**src/rtl/hold_pkg.sv**
```systemverilog
// Shared definitions for the retriggerable pulse-stretcher array: state codes,
// default counter width and the hold-length normalisation rule.
package hold_pkg;

    localparam logic ST_IDLE = 1'b0;
    localparam logic ST_HOLD = 1'b1;

    localparam int DEF_CNT_W = 8;

    // A programmed length of zero still yields a one-cycle window.
    function automatic int unsigned eff_len(input int unsigned len);
        return (len == 0) ? 1 : len;
    endfunction

endpackage

```
**src/rtl/hold_chan.sv**
```systemverilog
// One stretcher channel: optional rising-edge detect, IDLE/HOLD state,
// down-counter and a registered one-cycle done pulse.
module hold_chan
    import hold_pkg::*;
#(
    parameter int CNT_W     = DEF_CNT_W,
    parameter int EDGE_MODE = 0
) (
    input  logic             clk,
    input  logic             rst_n,
    input  logic             clr,
    input  logic             retrig,
    input  logic [CNT_W-1:0] hold_len,
    input  logic             trick,
    output logic             hold,
    output logic             done
);

    logic             state;
    logic [CNT_W-1:0] cnt;
    logic             prev;
    logic             trig;
    logic [CNT_W-1:0] reload;

    // prev clears on reset, so an input already high after reset is an edge.
    assign trig   = (EDGE_MODE != 0) ? (trick & ~prev) : trick;
    assign reload = CNT_W'(eff_len(32'(hold_len)) - 32'd1);
    assign hold   = state;

    always_ff @(posedge clk or negedge rst_n) begin
        if (!rst_n) begin
            state <= ST_IDLE;
            cnt   <= '0;
            prev  <= 1'b0;
            done  <= 1'b0;
        end else begin
            prev <= trick;
            done <= 1'b0;
            if (clr) begin
                state <= ST_IDLE;
                cnt   <= '0;
            end else begin
                case (state)
                    ST_IDLE: begin
                        if (trig) begin
                            state <= ST_HOLD;
                            cnt   <= reload;
                        end
                    end
                    default: begin
                        // Reloading on the final count keeps the window unbroken.
                        if (retrig && trig) begin
                            cnt <= reload;
                        end else if (cnt != '0) begin
                            cnt <= cnt - 1'b1;
                        end else begin
                            state <= ST_IDLE;
                            done  <= 1'b1;
                        end
                    end
                endcase
            end
        end
    end

endmodule

```
**src/rtl/hold_array.sv**
```systemverilog
// Multi-channel retriggerable pulse stretcher: CHANNELS independent hold_chan
// instances sharing hold length, clear and retrigger controls.
module hold_array
    import hold_pkg::*;
#(
    parameter int CHANNELS  = 4,
    parameter int CNT_W     = DEF_CNT_W,
    parameter int EDGE_MODE = 0
) (
    input  logic                clk,
    input  logic                rst_n,
    input  logic                clr,
    input  logic                retrig,
    input  logic [CNT_W-1:0]    hold_len_i,
    input  logic [CHANNELS-1:0] trick_i,
    output logic [CHANNELS-1:0] trick_o,
    output logic [CHANNELS-1:0] done_o,
    output logic                busy_o
);

    for (genvar gi = 0; gi < CHANNELS; gi++) begin : g_chan
        hold_chan #(
            .CNT_W     (CNT_W),
            .EDGE_MODE (EDGE_MODE)
        ) u_chan (
            .clk      (clk),
            .rst_n    (rst_n),
            .clr      (clr),
            .retrig   (retrig),
            .hold_len (hold_len_i),
            .trick    (trick_i[gi]),
            .hold     (trick_o[gi]),
            .done     (done_o[gi])
        );
    end

    assign busy_o = |trick_o;

endmodule

```
**config.mk**
```make
export PLATFORM = sky130hd
export DESIGN_NAME = hold_array
export DESIGN_NICKNAME = d
export VERILOG_FILES = /design/src/rtl/hold_pkg.sv /design/src/rtl/hold_chan.sv /design/src/rtl/hold_array.sv
export SDC_FILE = /design/constraint.sdc
export NUM_CORES = 1
export LEC_CHECK = 0
export CAP_MARGIN = 5
export CORE_UTILIZATION = 53
export CTS_CLUSTER_DIAMETER = 200
export CTS_CLUSTER_SIZE = 12
export DETAILED_ROUTE_END_ITERATION = 16
export PLACE_DENSITY = 0.77
export SYNTH_ARGS = -nofsm -noshare
export SYNTH_HDL_FRONTEND = slang
export SYNTH_HIERARCHICAL = 1
export SYNTH_SLANG_ARGS = --single-unit
```
**constraint.sdc**
```tcl
create_clock -name clk -period 1.7 [get_ports clk]
set_input_delay 0.425 -clock clk [delete_from_list [all_inputs] [get_ports clk]]
set_output_delay 0.425 -clock clk [all_outputs]
set_load 0.05 [all_outputs]
```
==> impl_metrics.csv, run 1 <==
group,metric,value,unit
yosys,synth_area_leaders,"dfrtp_1, a21oi_1, o21ai_0, nand2_1, nand3_1",
floorplan,fp.dieH,77.9,µm
floorplan,ios,25,
clock_network,clock_sinks,40,
sta,fmax,0.496,GHz
worst_setup_path,path_class,"input pin to flop",
sta,tightestPinTransition,0.458,ns
worst_setup_path,cpPeakStageDelay,0.41,ns
worst_setup_path,path_buf_inv,2,
hold_path,min_path_type,"input pin to async pin",
final_layout,layout-drive-gt1-share,51.7,%
yosys,synth_nets,388,
worst_setup_path,crit_required,1.88,ns
yosys,yosys.area.top_type_share,32.8,%
placement,hpwlAfterDp,6910,µm
floorplan,dieArea,0.00607,mm²
final_layout,diodes,0,
final_layout,final_common_cell,"buf_4",
worst_setup_path,endpoint_kind,"flop",
sta,final.setup_skew,0.0123,ns
drt,vias,4242,
yosys,synth_area,0.00305,mm²
placement,place_congestion,0.938,
clock_network,cts_tree,"yes",
yosys,syn_avg_cell_area,8.39,µm²
yosys,synth_edf_count,0,
worst_setup_path,r2r_start,"g_chan[1].u_chan/cnt[0]$_DFFE_PN0P_",
final_layout,layout_common_cells,"buf_4, dfrtp_1, nand2_1",
worst_setup_path,cp-start-kind,"input pin",
global_route,antenna_found_initial,0,
sta,period_needed,2.02,ns
drt,drc_errors,0,
sta,period_share,119,%
final_layout,fin_nets,542,
clock_network,clkTransAtPathRegs,0.09,ns
pwr,p_leak,2.19,nW
placement,io_buffers,24,
final_layout,register_area,0.00101,mm²
worst_setup_path,cp_slowest_cell,"or3_4",
yosys,yosysUniqueCellTypes,52,
clock_network,cts_inserted_buffers,5,
sta,timing.final.ws_setup,-0.317,ns
floorplan,coreArea,0.00554,mm²
sta,rsz0062_at_grt,"yes",
global_route,overflow,0,
drt,routedWlPerCell,23.8,µm
global_route,grt_pass1_vias,3847,
placement,place_area,0.00429,mm²
sta,max_slew_margin,69.2,%
clock_network,clock_tree.buffer_depth,2,
status,outcome,"finished, violations left",
worst_setup_path,cp.arrival,2.20,ns
worst_setup_path,crit_fanout,5,
final_layout,stdcell_area,0.00502,mm²
worst_setup_path,crit_family,"simple AND/OR/NAND/NOR gates",
final_layout,postLayoutCoreUtil,90.6,%
floorplan,row_count,27,
floorplan,die-width,77.9,µm
drt,route.antenna.remaining_nets,0,
global_route,grt_max_degree,41,
yosys,synth_area_leader_cell,"dfrtp_1",
drt,drt_iter0_drc,601,
drt,drt_pre_antenna_iters,6,
worst_setup_path,worstSetupStartpoint,"hold_len_i[4]",
yosys,synthArstFlopShare,100,%
yosys,ys_warn_count,6,
sta,hold_viol,0,
status,violations,"negative setup slack",
clock_network,clockRootBuffer,"clkbuf_8",
final_layout,multi_input_area,0.00242,mm²
final_layout,syn2layout_area_growth,64.4,%
pwr,peakVddDrop,485,µV
yosys,ys.flop_type,"dfrtp_1",
worst_setup_path,path_cells,"buf_8 -> or3_4 -> nor3_4 -> a21oi_2 -> ha_2 -> buf_6 -> xnor2_4 -> o21ai_1 -> a22oi_1 -> nor2_1",
clock_network,htreeDepth,2,
yosys,ys_seq_area_share,32.8,%
pwr,p_per_area,738,mW/mm²
global_route,grt_usage,38.0,%
sta,finalSetupViolations,24,
flow_run,maxCapViolations,0,
drt,routed_wl,14000,µm
yosys,ys_seq_elements,40,
drt,routed_via_density,7.19,
global_route,grt_pass1_wl,18100,µm
sta,maxSlewViolCount,0,
clock_network,insertion_delay,0.31,ns
yosys,synth_cells,364,
final_layout,fillers,202,
floorplan,initial_core_util,55.1,%
[where the power goes]
part / internal [mW] / switching (mW) / total (mW)
Sequential: 1.05 / 0.141 / 1.19
Clock: 0.284 / 0.355 / 0.638
Combinational: 0.891 / 0.988 / 1.88
[cell usage after synthesis (5+ instances only)]
cell      instances
a21oi_1          25
a31oi_1          10
a32oi_1           7
clkbuf_1          8
dfrtp_1          40
ha_1              8
inv_1            19
nand2_1          31
nand3_1          21
nor2_1           25
nor3_1           20
nor3b_1           8
o21ai_0          25
o311a_2           6
o31ai_1           8
or3_1             9
or3_4             5
xnor2_1           6
xor2_1            7
[worst register-to-register path, stage by stage (launching register included)]
cell	delay, ns
dfrtp_1	0.41
inv_2	0.07
ha_2	0.18
or3b_4	0.42
o311ai_4	0.26
o221ai_1	0.21
a32o_2	0.26
[layout make-up]
type,instances,area share (%)
tap,72,1.79
timing repair buffer,159,27.0
inverter,19,1.42
clock buffer,7,1.52
sequential,40,20.0
multi-input combinational,293,48.2
[cells by family after synthesis]
family | synth area share [%]
buffers and inverters | 3.97
AOI/OAI and AO/OA | 27.5
xor gates and xnor gates | 3.73
DFF | 32.8
adders and majority gates | 3.28
and+or+nand+nor | 28.8
[sequential cells by signal, indices dropped and copies added, names as in the netlist]
| register | cells |
|---|---|
| g_chan.u_chan/cnt | 32 |
| g_chan.u_chan/done | 4 |
| g_chan.u_chan/hold | 4 |
[worst paths after layout]
path                       cells after the start  slack [ns]                                  end
setup / recovery                              10       -0.32  g_chan[0].u_chan/cnt[2]$_DFFE_PN0P_
max in group asynchronous                      2        1.38      g_chan[3].u_chan/hold$_DFF_PN0_
setup reg to reg                               6       -0.22  g_chan[1].u_chan/cnt[6]$_DFFE_PN0P_
min in group clk                               3        0.56  g_chan[3].u_chan/cnt[7]$_DFFE_PN0P_
hold / removal                                 2        0.08  g_chan[1].u_chan/cnt[2]$_DFFE_PN0P_
hold reg to reg                                3        0.58  g_chan[2].u_chan/cnt[0]$_DFFE_PN0P_
[timing repair]
action                     CTS  global route
resized for setup           67            72
pin swaps                   22            53
setup endpoints to repair   32            34
cloned                       2             0
hold buffers                 0             0
setup buffers               10            12
[metal layers]
metal	share of wire (%)	track usage (%)	vias up
li1	-	-	1702
met1	36	43.9	1960
met2	45	65.6	437
met3	12	8.47	143
met4	7.9	19.6	0
met5	0	0.909	-
[through the flow]
step | worst slack (ns) | std cells | power [mW] | hold slack, ns | setup TNS, ns
finish | -0.317 | 590 | 3.71 | 0.0753 | -2.77
global route | -0.329 | 590 | 3.84 | 0.0939 | -4.88
CTS | -0.183 | 579 | 3.32 | 0.100 | -1.33
detailed placement | -0.896 | 560 | 2.61 | 0.422 | -20.44
global placement | -0.824 | 560 | 2.55 | 0.417 | -18.93
floorplan | -0.277 | 364 | 1.90 | 0.129 | -1.57
Note: power is estimated with default switching activity, not from simulation.
==> inputs of run 2 (changes only) <==
- ABC_CLOCK_PERIOD_IN_PS: default -> 1700
- CTS_CLUSTER_SIZE: 12 -> 8
- HOLD_SLACK_MARGIN: default -> 0.02
==> results of run 2 <==
No change in the layout: final DEF, timing and power equal those of run 1.
